--- src/rtl/rv32_ctrl_pkg.sv ---
// Shared control-path definitions for the RV32I pipeline: hazard FSM state
// encodings, default register-select width and the x0 register index.
package rv32_ctrl_pkg;

    typedef enum logic [1:0] {
        ST_RUN  = 2'd0,
        ST_WAIT = 2'd1,
        ST_HALT = 2'd2
    } ctrl_state_e;

    localparam int REG_SEL_DEF = 5;
    localparam int X0_IDX      = 0;

endpackage

--- src/rtl/load_use_detect.sv ---
// Combinational load-use comparator: flags an ID-stage instruction that reads
// the destination of a load currently in EX. Writes to x0 never create a hazard.
module load_use_detect
    import rv32_ctrl_pkg::*;
#(
    parameter int REG_SEL = REG_SEL_DEF
) (
    input  logic [REG_SEL-1:0] rs1_id,
    input  logic [REG_SEL-1:0] rs2_id,
    input  logic               use_rs1_id,
    input  logic               use_rs2_id,
    input  logic [REG_SEL-1:0] rd_ex,
    input  logic               mem_read_ex,
    output logic               lu
);

    logic rd_live;
    logic hit_rs1;
    logic hit_rs2;

    assign rd_live = mem_read_ex && (rd_ex != REG_SEL'(X0_IDX));
    assign hit_rs1 = use_rs1_id && (rs1_id == rd_ex);
    assign hit_rs2 = use_rs2_id && (rs2_id == rd_ex);
    assign lu      = rd_live && (hit_rs1 || hit_rs2);

endmodule

--- src/rtl/hazard_controller.sv ---
// Stall/flush sequencer for the 5-stage RV32I pipeline: load-use bubbles,
// MEM redirects, memory-wait freeze and watchdog halt.
// Optional performance counters are enabled with `define HAZARD_PERF_CNT_EN.
module hazard_controller
    import rv32_ctrl_pkg::*;
#(
    parameter int REG_SEL   = REG_SEL_DEF,
    parameter int MAX_WAIT  = 15
`ifdef HAZARD_PERF_CNT_EN
    ,
    parameter int CNT_WIDTH = 32
`endif
) (
    input  logic               clk,
    input  logic               rst,
    input  logic [REG_SEL-1:0] rs1_id,
    input  logic [REG_SEL-1:0] rs2_id,
    input  logic               use_rs1_id,
    input  logic               use_rs2_id,
    input  logic [REG_SEL-1:0] rd_ex,
    input  logic               mem_read_ex,
    input  logic               pc_src,
    input  logic               mem_busy,
    output logic               pc_en,
    output logic               stall_ifid,
    output logic               stall_idex,
    output logic               stall_exmem,
    output logic               stall_memwb,
    output logic               flush_ifid,
    output logic               flush_idex,
    output logic               flush_exmem,
    output logic               flush_memwb,
    output logic               halted,
`ifdef HAZARD_PERF_CNT_EN
    output logic [CNT_WIDTH-1:0] perf_lu_stalls,
    output logic [CNT_WIDTH-1:0] perf_mem_stalls,
    output logic [CNT_WIDTH-1:0] perf_flushes,
`endif
    output logic [1:0]         state_o
);

    localparam int WCW = $clog2(MAX_WAIT + 1);

    ctrl_state_e    state_q,    state_d;
    logic [WCW-1:0] wait_cnt_q, wait_cnt_d;
    logic           lu;

    load_use_detect #(
        .REG_SEL (REG_SEL)
    ) u_lu (
        .rs1_id      (rs1_id),
        .rs2_id      (rs2_id),
        .use_rs1_id  (use_rs1_id),
        .use_rs2_id  (use_rs2_id),
        .rd_ex       (rd_ex),
        .mem_read_ex (mem_read_ex),
        .lu          (lu)
    );

    always_comb begin
        // NOTE: every output gets a default first so no path can infer a latch.
        pc_en       = 1'b1;
        stall_ifid  = 1'b0;
        stall_idex  = 1'b0;
        stall_exmem = 1'b0;
        stall_memwb = 1'b0;
        flush_ifid  = 1'b0;
        flush_idex  = 1'b0;
        flush_exmem = 1'b0;
        flush_memwb = 1'b0;
        state_d     = state_q;
        wait_cnt_d  = wait_cnt_q;

        if (state_q == ST_HALT) begin
            pc_en       = 1'b0;
            stall_ifid  = 1'b1;
            stall_idex  = 1'b1;
            stall_exmem = 1'b1;
            stall_memwb = 1'b1;
        end else if (mem_busy) begin
            // Freeze the front of the pipe and feed WB a bubble.
            pc_en       = 1'b0;
            stall_ifid  = 1'b1;
            stall_idex  = 1'b1;
            stall_exmem = 1'b1;
            flush_memwb = 1'b1;
            if (state_q != ST_WAIT) begin
                state_d    = ST_WAIT;
                wait_cnt_d = WCW'(1);
            end else if (wait_cnt_q == WCW'(MAX_WAIT)) begin
                state_d = ST_HALT;
            end else begin
                wait_cnt_d = wait_cnt_q + WCW'(1);
            end
        end else begin
            state_d    = ST_RUN;
            wait_cnt_d = '0;
            if (pc_src) begin
                flush_ifid  = 1'b1;
                flush_idex  = 1'b1;
                flush_exmem = 1'b1;
            end else if (lu) begin
                pc_en      = 1'b0;
                stall_ifid = 1'b1;
                flush_idex = 1'b1;
            end
        end
    end

    always_ff @(posedge clk or posedge rst) begin
        if (rst) begin
            state_q    <= ST_RUN;
            wait_cnt_q <= '0;
        end else begin
            // NOTE: non-blocking assignments so every register samples pre-edge values.
            state_q    <= state_d;
            wait_cnt_q <= wait_cnt_d;
        end
    end

    assign halted  = (state_q == ST_HALT);
    assign state_o = state_q;

`ifdef HAZARD_PERF_CNT_EN
    // Each action has a unique flush signature; all are silent in HALT.
    always_ff @(posedge clk or posedge rst) begin
        if (rst) begin
            perf_lu_stalls  <= '0;
            perf_mem_stalls <= '0;
            perf_flushes    <= '0;
        end else begin
            if (flush_idex && !flush_ifid) perf_lu_stalls  <= perf_lu_stalls + 1'b1;
            if (flush_memwb)               perf_mem_stalls <= perf_mem_stalls + 1'b1;
            if (flush_exmem)               perf_flushes    <= perf_flushes + 1'b1;
        end
    end
`endif

endmodule
--- config.mk ---
export PLATFORM = sky130hd
export DESIGN_NAME = hazard_controller
export DESIGN_NICKNAME = d
export VERILOG_FILES = /design/src/rtl/rv32_ctrl_pkg.sv /design/src/rtl/load_use_detect.sv /design/src/rtl/hazard_controller.sv
export SDC_FILE = /design/constraint.sdc
export NUM_CORES = 1
export LEC_CHECK = 0
export CAP_MARGIN = 20
export CORE_MARGIN = 3
export CORE_UTILIZATION = 36
export DETAILED_ROUTE_END_ITERATION = 16
export PLACE_DENSITY = 0.81
export SLEW_MARGIN = 20
export SYNTH_ARGS = -nofsm -noshare
export SYNTH_HDL_FRONTEND = slang
export SYNTH_SLANG_ARGS = --single-unit
--- constraint.sdc ---
create_clock -name clk -period 3.9 [get_ports clk]
set_clock_uncertainty 0.05 [all_clocks]
set_input_delay 1.17 -clock clk [delete_from_list [all_inputs] [get_ports clk]]
set_output_delay 1.17 -clock clk [all_outputs]
set_load 0.01 [all_outputs]
==> flow_summary_export.csv, run 1 <==
group,metric,value,unit
route,initialDrtViolationCount,12,
floorplan,io_pins,34,
route,final_antenna_net_count,0,
yosys,yosysUniqueCellTypes,28,
timing,fin_crit_sh,0.984,
placement,place.port_buffers,33,
yosys,yosysWarnings,0,
critical_path,worstSetupPathType,"primary input to output port",
global_route,grt_overflow,0,
timing,worst_slack,62.5,ps
clocking,cts_buffers,3,
job,drv_cap,0,
yosys,synth_top_area_share,0.297,
cells_and_area,fin_nets,123,
route,via_count,564,
floorplan,die_h,43.5,um
floorplan,num_rows,12,
critical_path,worst_ep_required_time,2680,ps
global_route,grt_max_degree,11,
cells_and_area,most-common-layout-cells,"clkdlybuf4s50_1 (21), xor2_1 (8), buf_4 (8)",
timing,period_needed,3840,ps
timing,tightest_slew,357,ps
clocking,clockBufferDepth,2,
cells_and_area,diodes,0,
cells_and_area,final_cell_area,926,um^2
yosys,mappedNetlistNets,82,
placement,post_dp_cell_area,867,um^2
clocking,htree_levels,1,
critical_path,end_kind,"output port",
floorplan,dieWidth,43.5,um
yosys,syn_inst,59,
pwr,ir_drop,189,uV
placement,hpwl,1190,um
pwr,power.density,202,nW/um^2
route,routedWlPerCell,13.7,um
floorplan,die_area,1890,um^2
route,finalWirelength,1540,um
global_route,antenna_found_initial,0,
clocking,cts.clk_slew.worst_paths,40,ps
critical_path,crit_fanout,2,
clocking,cts_tree,"built",
cells_and_area,final_util,0.771,
yosys,yosys.area.top_type,"dfrtp_1",
yosys,synth-seq-cells,6,
route,drc,0,
clocking,cts_hold_buf,0,
critical_path,crit_arrival,2620,ps
yosys,synth_edf_count,0,
placement,dpl_worst_slack,-408,ps
pwr,p_leak,0.446,nW
global_route,grtUsageTotal,0.166,
cells_and_area,drive_above_1_share,0.214,
placement,gp_congestion,0.785,
timing,drv_slew,0,
pwr,power,0.187,mW
min_path,hold_path.class,"flop to flop",
timing,tns,0,ps
floorplan,start_util,0.421,
timing,finalHoldViolations,0,
floorplan,core-area,1200,um^2
route,viasPerCell,5.04,
yosys,synth.area.top_cells,"dfrtp_1 (30%), xor2_1 (14%), xnor2_1 (6.9%), buf_4 (4.5%), nor2_1 (3.7%)",
clocking,clock_sink_count,6,
timing,max_slew_margin,0.762,
timing,fmax,261,MHz
timing,finalSetupViolations,0,
yosys,synth_flop_cell,"dfrtp_1",
yosys,syn_area,505,um^2
yosys,synth.avg_cell_area,8.57,um^2
cells_and_area,area_delta_synth_final,83.2,%
clocking,root_buffer,"clkbuf_4",
global_route,grt_pass1_wl,2290,um
critical_path,startpoint_type,"primary input",
yosys,ys_seq_area_frac,0.297,
timing,fin_hold_ws,528,ps
route,drt-pass1-iter-count,4,
cells_and_area,layout.cells.non_filler,112,
global_route,grt_pass1_vias,516,
clocking,clk_latency,250,ps
run_status,status,"finished, final reports clean",
placement,dp_cells,107,
yosys,ys_async_sr_fraction,1.00,
cells_and_area,final_common_cell,"clkdlybuf4s50_1",
==> worst paths after layout <==
path	from	to	slack [ps]	cells after the start
max	rs2_id[1]	pc_en	60	6
min	wait_cnt_q[3]	wait_cnt_q[3]	530	2
max reg2reg	wait_cnt_q[0]	wait_cnt_q[2]	2370	5
min reg2reg	wait_cnt_q[3]	wait_cnt_q[3]	530	2
max in group asynchronous	rst	wait_cnt_q[1]	2520	2
min in group asynchronous	rst	state_o[0]	1080	2
==> flip-flops by register name (all words and copies together), names as in the netlist <==
name	flops
wait_cnt_q	4
state_o	2
==> synthesized netlist by cell type (2+ instances only) <==
library cell,n
buf_4,3
nor2_1,5
o21ai_0,2
o31ai_1,2
inv_1,3
xnor2_1,4
a21oi_1,3
nor2b_1,3
dfrtp_1,6
nand2_1,3
xor2_1,8
==> logic make-up after synthesis <==
logic type      after synthesis  synth area share
xor+xnor                     12             0.208
buf+inv                       8            0.0841
simple gates                 21             0.233
fa+ha+maj                     1            0.0247
flops                         6             0.297
compound gates               11             0.153
==> final cells by class <==
type | instances | area (um^2)
Fill cell | 90 | 275
Clock buffer | 3 | 22.5
Multi-Input combinational cell | 45 | 335
Inverter | 3 | 11.3
Timing Repair Buffer | 41 | 389
Sequential cell | 6 | 150
Tap cell | 14 | 17.5
==> metal layers <==
| layer | up-vias | routed length (um) | GRT usage |
|---|---|---|---|
| met2 | 21 | 794 | 0.268 |
| met4 | 0 | 29 | 0.0542 |
| met5 | - | 0 | 0 |
| li1 | 279 | - | - |
| met1 | 260 | 623 | 0.189 |
| met3 | 4 | 89 | 0.0830 |
==> critical path: stages <==
cell and delay [ps]:
clkdlybuf4s50_1 420, xor2_1 160, nor4_2 230, a32oi_1 120, o31a_1 300, clkdlybuf4s15_2 220
==> power by group <==
group          switching (mW)  total, mW  internal [mW]
sequential            0.00187     0.0662         0.0644
clock                  0.0217     0.0564         0.0347
combinational          0.0255     0.0646         0.0391
total                  0.0490      0.187          0.138
==> timing repair <==
| action | 4_1_cts | 5_1_grt |
|---|---|---|
| pin swaps | 2 | 4 |
| gates resized for setup | 16 | 8 |
| setup buffers | 2 | 0 |
| endpoints found under the setup margin | 3 | 3 |
No activity file was read; power rests on OpenSTA's default activity.
==> inputs of run 2 (changes only) <==
--- a/config.mk
+++ b/config.mk
@@ -7,9 +7,10 @@
 export LEC_CHECK = 0
 export CAP_MARGIN = 20
 export CORE_MARGIN = 3
-export CORE_UTILIZATION = 36
+export CORE_UTILIZATION = 30
 export DETAILED_ROUTE_END_ITERATION = 16
-export PLACE_DENSITY = 0.81
+export PLACE_DENSITY = 0.7
+export SETUP_SLACK_MARGIN = 0.02
 export SLEW_MARGIN = 20
 export SYNTH_ARGS = -nofsm -noshare
 export SYNTH_HDL_FRONTEND = slang
==> run 2 against run 1 <==
Net effect:
- highest routed layer unchanged
- first-iteration DRC count down 58%
- critical path type unchanged
- largest power group unchanged
- worst hold slack worse by 39 ps
- sequential power about the same
- register-to-register slack gained 20 ps
- routed wire length decreased by 3.4%
- final area is 0.95% higher
==> flow_summary_export.csv, run 2 (synthesis results as in run 1) <==
group,metric,value,unit
run_status,status,"finished, final reports clean",
floorplan,die_area,2210,um^2
timing,tightest_slew,342,ps
route,final_antenna_net_count,0,
route,initialDrtViolationCount,5,
clocking,cts_hold_buf,0,
global_route,grt_max_degree,10,
cells_and_area,diodes,0,
cells_and_area,final_common_cell,"clkdlybuf4s50_1",
route,wl_met1,604,um
cells_and_area,final_cell_area,935,um^2
timing,fmax,263,MHz
pwr,p_int,0.137,mW
placement,place.port_buffers,33,
cells_and_area,area_delta_synth_final,84.9,%
route,highest_layer,"met4",
cells_and_area,final_util,0.606,
clocking,cts.clk_slew.worst_paths,40,ps
pwr,clkPwrFrac,0.301,
timing,finalHoldViolations,0,
floorplan,dieWidth,47.1,um
clocking,htree_levels,1,
critical_path,startpoint_type,"primary input",
critical_path,end_kind,"output port",
clocking,clk_latency,240,ps
route,wl_met2,777,um
floorplan,core-area,1540,um^2
floorplan,io_pins,34,
critical_path,cpPeakStageDelay,530,ps
placement,gp_congestion,0.733,
placement,post_dp_cell_area,870,um^2
critical_path,critPathMostFrequentCell,"clkdlybuf4s50_1",
min_path,hold_path.class,"flop to flop",
timing,fin_crit_sh,0.973,
clocking,clockBufferDepth,2,
route,via_count,561,
critical_path,worstPathCellList,"clkdlybuf4s50_1, nor2_2, buf_4, nand2_1, inv_1, clkdlybuf4s50_1",
timing,drv_slew,0,
pwr,p_leak,0.470,nW
timing,finalSetupViolations,0,
clocking,cts_buffers,3,
pwr,power.density,198,nW/um^2
global_route,grt_pass1_wl,2280,um
route,routedWlPerCell,13.0,um
placement,dpl_worst_slack,-455,ps
timing,tns,0,ps
floorplan,num_rows,14,
clocking,cts_tree,"built",
global_route,antenna_found_initial,0,
timing,period_needed,3800,ps
timing,max_slew_margin,0.772,
timing,grt_setup_unrepaired,"yes",
cells_and_area,regArea,150,um^2
critical_path,crit_arrival,2580,ps
critical_path,critical_path_buf_inv_count,4,
job,drv_cap,0,
timing,fin_hold_ws,490,ps
pwr,switchingPower,0.0478,mW
cells_and_area,most-common-layout-cells,"clkdlybuf4s50_1 (17), xor2_1 (8), dlymetal6s2s_1 (8), buf_4 (8), dfrtp_1 (6)",
route,finalWirelength,1480,um
route,drc,0,
floorplan,die_h,47.1,um
route,viasPerCell,4.92,
cells_and_area,fin_nets,123,
cells_and_area,drive_above_1_share,0.224,
timing,worst_slack,104,ps
floorplan,start_util,0.328,
clocking,clock_sink_count,6,
pwr,p_comb_frac,0.340,
cells_and_area,largest_reg_flops,4,
cells_and_area,top_register,"wait_cnt_q",
pwr,power_frac_seq,0.358,
critical_path,worst_ep_required_time,2680,ps
pwr,ir_drop,173,uV
global_route,grt_pass1_vias,519,
critical_path,cp_top_family,"buffers and inverters",
route,wl_met3,72,um
critical_path,worstSetupPathType,"primary input to output port",
cells_and_area,multi_input_area,338,um^2
cells_and_area,nFillCells,138,
critical_path,cp_slowest_cell,"clkdlybuf4s50_1",
critical_path,crit_fanout,3,
placement,hpwl,1160,um
clocking,root_buffer,"clkbuf_4",
pwr,sw_frac_of_total,0.259,
route,drt-pass1-iter-count,4,
global_route,grtUsageTotal,0.149,
global_route,grt_overflow,0,
[run 2: power groups by stage]
stage          sequential, mW  combinational (mW)  clock, mW
2_1_floorplan          0.0668              0.0232          0
4_1_cts                0.0661              0.0620     0.0599
3_3_place_gp           0.0669              0.0627          0
5_1_grt                0.0662              0.0688     0.0669
6_report               0.0662              0.0629     0.0557
3_5_place_dp           0.0670              0.0632          0
[run 2: what timing repair did]
item	in CTS	in global routing
endpoints found under the setup margin	3	3
resized for setup	17	15
pin swaps	6	4
buffers inserted	2	0
[run 2: path summary, 6_finish.rpt]
check / cells after the start / startpoint / to / slack, ps
worst max-delay path: 6 / mem_busy / flush_ifid / 100
worst min-delay path: 2 / wait_cnt_q[3] / wait_cnt_q[3] / 490
worst max register to register: 5 / wait_cnt_q[0] / wait_cnt_q[2] / 2390
worst min register to register: 2 / wait_cnt_q[3] / wait_cnt_q[3] / 490
max in group asynchronous: 2 / rst / wait_cnt_q[2] / 2520
min in group asynchronous: 2 / rst / wait_cnt_q[0] / 1090
[run 2: layout make-up]
type                       count  area share
clock buffer                   3      0.0241
inverter                       3      0.0120
multi-input combinational     45       0.361
sequential                     6       0.161
tap                           16      0.0214
timing repair buffer          41       0.420
[run 2: through the flow]
stage	power, mW	std cells
after floorplan	0.0900	59
after global placement	0.130	109
after detailed placement	0.130	109
after CTS	0.188	114
after global routing	0.202	114
final	0.185	114
[run 2: metal layers]
layer,global-route usage,up-vias
li1,-,278
met1,0.181,262
met2,0.241,17
met3,0.0613,4
met4,0.0442,0
met5,0,-
[run 2: worst register-to-register path: stages, from the launching register on]
cell	delay [ps]
dfrtp_1	410
ha_1	220
and3_1	230
nor3b_1	260
xnor2_1	150
nor2_1	60
